[src/rtl/muldiv_seq_pkg.sv]
// Shared types and helpers for the RV32M multiply/divide sequencer.
package muldiv_seq_pkg;

  localparam int XLEN  = 32;
  localparam int CNT_W = $clog2(XLEN) + 1;

  typedef enum logic [2:0] {
    MD_MUL    = 3'b000,
    MD_MULH   = 3'b001,
    MD_MULHSU = 3'b010,
    MD_MULHU  = 3'b011,
    MD_DIV    = 3'b100,
    MD_DIVU   = 3'b101,
    MD_REM    = 3'b110,
    MD_REMU   = 3'b111
  } md_func_e;

  typedef enum logic [1:0] {
    S_IDLE,
    S_CALC,
    S_FIX,
    S_DONE
  } state_e;

  function automatic logic [XLEN-1:0] cond_neg(input logic [XLEN-1:0] v, input logic neg);
    return neg ? (~v + {{(XLEN-1){1'b0}}, 1'b1}) : v;
  endfunction

endpackage

[src/rtl/muldiv_seq.sv]
// Multi-cycle RV32M multiply/divide: radix-2 shift-add and restoring divide
// on unsigned magnitudes, with sign fix-up in a dedicated cycle.
//   state  | meaning
//   IDLE   | waiting for StartE
//   CALC   | one iteration per cycle, XLEN cycles
//   FIX    | sign correction and result select into MDResultE
//   DONE   | DoneE pulse, still busy
module muldiv_seq
  import muldiv_seq_pkg::*;
(
  input  logic            CLK,
  input  logic            reset,
  input  logic            StartE,
  input  logic [2:0]      MDFuncE,
  input  logic [XLEN-1:0] OpA,
  input  logic [XLEN-1:0] OpB,
  input  logic            FlushE,
  output logic            BusyE,
  output logic            DoneE,
  output logic [XLEN-1:0] MDResultE
);

  state_e           state_q, state_d;
  md_func_e         func_q, func_d;
  logic [CNT_W-1:0] cnt_q, cnt_d;
  logic [XLEN-1:0]  hi_q, hi_d, lo_q, lo_d, opnd_q, opnd_d, res_q, res_d;
  logic             neg_q, neg_d, neg_rem_q, neg_rem_d, dz_q, dz_d;
  logic             busy_q, busy_d, done_q, done_d;

  md_func_e        func_in;
  logic            sgn_a, sgn_b;
  logic [XLEN-1:0] abs_a, abs_b;
  logic [XLEN:0]   mul_sum, rem_sh, trial;
  logic [XLEN-1:0] prod_hi_fix, prod_lo_fix, quot_fix, rem_fix;

  // hi holds the upper product / partial remainder, lo the multiplier / quotient
  always_comb begin
    func_in = md_func_e'(MDFuncE);
    sgn_a   = OpA[XLEN-1] & (func_in inside {MD_MULH, MD_MULHSU, MD_DIV, MD_REM});
    sgn_b   = OpB[XLEN-1] & (func_in inside {MD_MULH, MD_DIV, MD_REM});
    abs_a   = cond_neg(OpA, sgn_a);
    abs_b   = cond_neg(OpB, sgn_b);
    mul_sum = {1'b0, hi_q} + {1'b0, opnd_q};
    rem_sh  = {hi_q, lo_q[XLEN-1]};
    trial   = rem_sh - {1'b0, opnd_q};
    prod_lo_fix = cond_neg(lo_q, neg_q);
    prod_hi_fix = (neg_q && (lo_q != '0)) ? ~hi_q : cond_neg(hi_q, neg_q);
    quot_fix    = dz_q ? '1 : cond_neg(lo_q, neg_q);
    rem_fix     = cond_neg(hi_q, neg_rem_q);
  end

  always_comb begin
    state_d   = state_q;
    func_d    = func_q;
    cnt_d     = cnt_q;
    hi_d      = hi_q;
    lo_d      = lo_q;
    opnd_d    = opnd_q;
    res_d     = res_q;
    neg_d     = neg_q;
    neg_rem_d = neg_rem_q;
    dz_d      = dz_q;
    case (state_q)
      S_IDLE: begin
        if (StartE && !FlushE) begin
          state_d   = S_CALC;
          func_d    = func_in;
          cnt_d     = '0;
          hi_d      = '0;
          lo_d      = MDFuncE[2] ? abs_a : abs_b;
          opnd_d    = MDFuncE[2] ? abs_b : abs_a;
          neg_d     = sgn_a ^ sgn_b;
          neg_rem_d = sgn_a;
          dz_d      = (OpB == '0);
        end
      end
      S_CALC: begin
        cnt_d = cnt_q + 1'b1;
        if (func_q[2]) begin
          hi_d = trial[XLEN] ? rem_sh[XLEN-1:0] : trial[XLEN-1:0];
          lo_d = {lo_q[XLEN-2:0], ~trial[XLEN]};
        end else if (lo_q[0]) begin
          hi_d = mul_sum[XLEN:1];
          lo_d = {mul_sum[0], lo_q[XLEN-1:1]};
        end else begin
          hi_d = {1'b0, hi_q[XLEN-1:1]};
          lo_d = {hi_q[0], lo_q[XLEN-1:1]};
        end
        if (cnt_q == CNT_W'(XLEN - 1)) state_d = S_FIX;
      end
      S_FIX: begin
        state_d = S_DONE;
        case (func_q)
          MD_MUL:                        res_d = prod_lo_fix;
          MD_MULH, MD_MULHSU, MD_MULHU:  res_d = prod_hi_fix;
          MD_DIV, MD_DIVU:               res_d = quot_fix;
          MD_REM, MD_REMU:               res_d = rem_fix;
          default:                       res_d = res_q;
        endcase
      end
      S_DONE:  state_d = S_IDLE;
      default: state_d = S_IDLE;
    endcase
    // an aborted op must leave the previous result visible
    if (FlushE && (state_q != S_IDLE)) begin
      state_d = S_IDLE;
      res_d   = res_q;
    end
    busy_d = (state_d != S_IDLE);
    done_d = (state_d == S_DONE);
  end

  always_ff @(posedge CLK) begin
    if (reset) begin
      state_q   <= S_IDLE;
      func_q    <= MD_MUL;
      cnt_q     <= '0;
      hi_q      <= '0;
      lo_q      <= '0;
      opnd_q    <= '0;
      res_q     <= '0;
      neg_q     <= 1'b0;
      neg_rem_q <= 1'b0;
      dz_q      <= 1'b0;
      busy_q    <= 1'b0;
      done_q    <= 1'b0;
    end else begin
      state_q   <= state_d;
      func_q    <= func_d;
      cnt_q     <= cnt_d;
      hi_q      <= hi_d;
      lo_q      <= lo_d;
      opnd_q    <= opnd_d;
      res_q     <= res_d;
      neg_q     <= neg_d;
      neg_rem_q <= neg_rem_d;
      dz_q      <= dz_d;
      busy_q    <= busy_d;
      done_q    <= done_d;
    end
  end

  assign BusyE     = busy_q;
  assign DoneE     = done_q;
  assign MDResultE = res_q;

endmodule

[config.mk]
export PLATFORM = sky130hd
export DESIGN_NAME = muldiv_seq
export DESIGN_NICKNAME = d
export VERILOG_FILES = /design/src/rtl/muldiv_seq_pkg.sv /design/src/rtl/muldiv_seq.sv
export SDC_FILE = /design/constraint.sdc
export NUM_CORES = 1
export LEC_CHECK = 0
export CORE_UTILIZATION = 50
export CTS_CLUSTER_DIAMETER = 200
export DETAILED_ROUTE_END_ITERATION = 8
export PLACE_DENSITY_LB_ADDON = 0.3
export REMOVE_ABC_BUFFERS = 1
export SETUP_SLACK_MARGIN = 0.02
export SYNTH_ARGS = -nofsm -noshare
export SYNTH_HDL_FRONTEND = slang
export SYNTH_SLANG_ARGS = --single-unit
[constraint.sdc]
create_clock -name CLK -period 4.2 [get_ports CLK]
set_input_delay 1.05 -clock CLK [delete_from_list [all_inputs] [get_ports CLK]]
set_output_delay 1.05 -clock CLK [all_outputs]
set_load 0.02 [all_outputs]
==> reports/metrics.csv <==
metric;value;unit
status;finished clean;
die width;173;um
wire length of the first global-routing pass;82400;um
Hold Crit Endpoint;MDResultE[13];
grt ovf;0;
fraction of layout cells with a size suffix above 1;0.0771;
I/O pins;105;
final count of negative-setup-slack endpoints;0;
RSZ-0062 raised after global routing;false;
DR vias;16300;
crit path launch type;flop;
Hold Startpoint;MDResultE[13];
HPWL after DPL;40700;um
period utilisation layout;0.911;
Overall Global Routing Usage;0.348;
Crit Path Class;flop to flop;
Final Skew;0.0125;ns
largest net degree at the start of global routing;70;
dpl ws;0.135;ns
syn avg cell area;7.18;um2
vias in the first global route;14900;
initial drt markers;2050;
Pwr Density;278;nW/um2
DR vias/cell;6.58;
CTS Buf Count;17;
FMAX;261;MHz
Residual DRC;0;
final-report hold violation count;0;
cells after synthesis;2041;
Setup Buffers After CTS;0;
most common cell after layout, fill and taps aside;nand2_1;
Critical Path AT;4.16;ns
core area;28800;um2
Post-CTS Resized;0;
maximum vdd drop;0.303;mV
final WL;53400;um
Yosys cell types;83;
worst-margin pin slew;0.883;ns
Post-synth EDFFs;0;
hold slack;0.468;ns
reg2reg path depth;12;
CP Capture Type;flop;
r2r startpoint;opnd_q[13];
GP Congestion;1.01;
Die Ht;173;um
row cnt;62;
r2r setup slk;0.37;ns
Starting Density;0.509;
htree depth;4;
Max Slew Vio Count;0;
Synth async-reset ratio;0;
# port buffers;104;
cell depth of the worst hold path;1;
Hold Path Class;flop to flop;
Mapped Area;14600;um2
final net count;2229;
commonest non-fill, non-tap cells in the layout;nand2_1 (214), a21oi_1 (211), o21ai_0 (184), nor2_1 (156), dfxtp_1 (142);
synthesized flop and latch total;144;
first drt pass iteration count;7;
Die Area;30000;um2
worst skew pair latency;0.45;ns
CP required;4.53;ns
P&R area growth vs syn;14.0;%
register area share after synthesis;0.197;
Yosys warning total;0;
CTS tree;done;
Crit Path Max Fanout;8;
CTS Buffer Depth;2;
hold_buf cts;0;
clock slew at reported path FFs;0.07;ns
LEAKAGE;6.38;nW
initial antenna violation count;3;
Worst slew margin;0.409;
max_cap viols;0;
CTS sink cnt;144;
CTS root buf;clkbuf_16;
wire per inst;21.5;um
min Tclk post-route;3.83;ns
Main synth FF type;dfxtp_1;
Antenna Cells;0;
ANT nets after route;0;
FF-to-FF End;hi_q[26];
final worst slack;0.374;ns
## worst max path at each step
stage                          start          to  slack, ns  cells after the start
after floorplan               FlushE    hi_q[31]      -1.73                      5
after global placement        OpB[5]  opnd_q[28]       0.20                     10
after detailed placement      OpA[8]    lo_q[28]       0.13                     11
after CTS                 opnd_q[13]    hi_q[26]       0.41                     12
after global routing         hi_q[0]    hi_q[26]       0.23                     13
final                     opnd_q[13]    hi_q[26]       0.37                     12
## where the power goes
group | switching, W | internal (W) | leakage [nW] | total (W)
clock | 0.000709 | 0.000834 | 0.274 | 0.00154
combinational | 0.000958 | 0.000617 | 4.94 | 0.00157
sequential | 0.000112 | 0.00142 | 1.17 | 0.00153
## logic make-up (layout without fill, tap and decap cells)
family / Yosys count / count (layout) / share of synthesized area
adder cells (fa/ha/maj): 71 / 71 / 0.0617
flip-flops: 144 / 144 / 0.197
AND/OR/NAND/NOR: 638 / 638 / 0.210
XOR/XNOR: 161 / 161 / 0.0963
AO/OA/AOI/OAI: 753 / 753 / 0.333
multiplexers: 57 / 57 / 0.0398
buffers and inverters: 217 / 276 / 0.0629
## metal layers
metal / track usage / wire length (um) / share of wire / up-vias
li1: - / - / - / 7622
met1: 0.457 / 21900 / 0.41 / 7637
met2: 0.528 / 22900 / 0.43 / 913
met3: 0.0677 / 5180 / 0.097 / 170
met4: 0.208 / 3440 / 0.064 / 0
met5: 0 / 0 / 0 / -
## critical path, stage by stage, from the launching register on
cell	delay, ns
dfxtp_1	0.47
inv_1	0.08
ha_1	0.38
a21o_1	0.22
and3_1	0.20
o41ai_2	0.41
nand3b_1	0.28
o211a_1	0.35
nor3_2	0.45
nor2_1	0.13
buf_4	0.18
or3_1	0.31
a32o_1	0.25
## registers in the layout (all words and copies together) (netlist names)
| register | flops |
|---|---|
| dz_q | 1 |
| DoneE | 1 |
| cnt_q | 6 |
| opnd_q | 32 |
| lo_q | 32 |
| neg_q | 1 |
| state_q | 2 |
| neg_rem_q | 1 |
| func_q | 3 |
| BusyE | 1 |
| hi_q | 32 |
| MDResultE | 32 |
## Yosys cell counts, types with 26 or more instances
cell type / instances / area, um2
nor3_1: 59 / 295
or3_1: 26 / 163
inv_1: 57 / 214
o21ai_0: 184 / 921
clkbuf_1: 129 / 484
nand3_1: 34 / 170
dfxtp_1: 144 / 2880
mux2i_1: 47 / 470
a21o_1: 30 / 225
a21oi_1: 211 / 1060
xor2_1: 77 / 674
xnor2_1: 84 / 736
o31ai_1: 27 / 203
a211oi_1: 70 / 526
nand2_1: 214 / 803
o211ai_1: 43 / 323
ha_1: 69 / 863
nor2_1: 158 / 593
## stage by stage
step,setup TNS [ns],cell area [um2],cells,power (W),utilization
after floorplan,-69.85,13900,1882,0.00253,-
after global placement,0,16100,2452,0.00306,0.560
after detailed placement,0,16100,2452,0.00308,0.560
after CTS,0,16700,2484,0.00460,0.580
after global routing,0,16700,2484,0.00483,0.580
final,0,16700,2484,0.00465,0.580
## layout make-up
type / count / area [um2]
Clock inverter: 15 / 154
Inverter: 58 / 218
Fill cell: 2703 / 12100
Multi-Input combinational cell: 1680 / 10900
Clock buffer: 17 / 425
Sequential cell: 144 / 2890
Timing Repair Buffer: 186 / 1670
Tap cell: 384 / 480
Note: power is estimated with default switching activity, not from simulation.
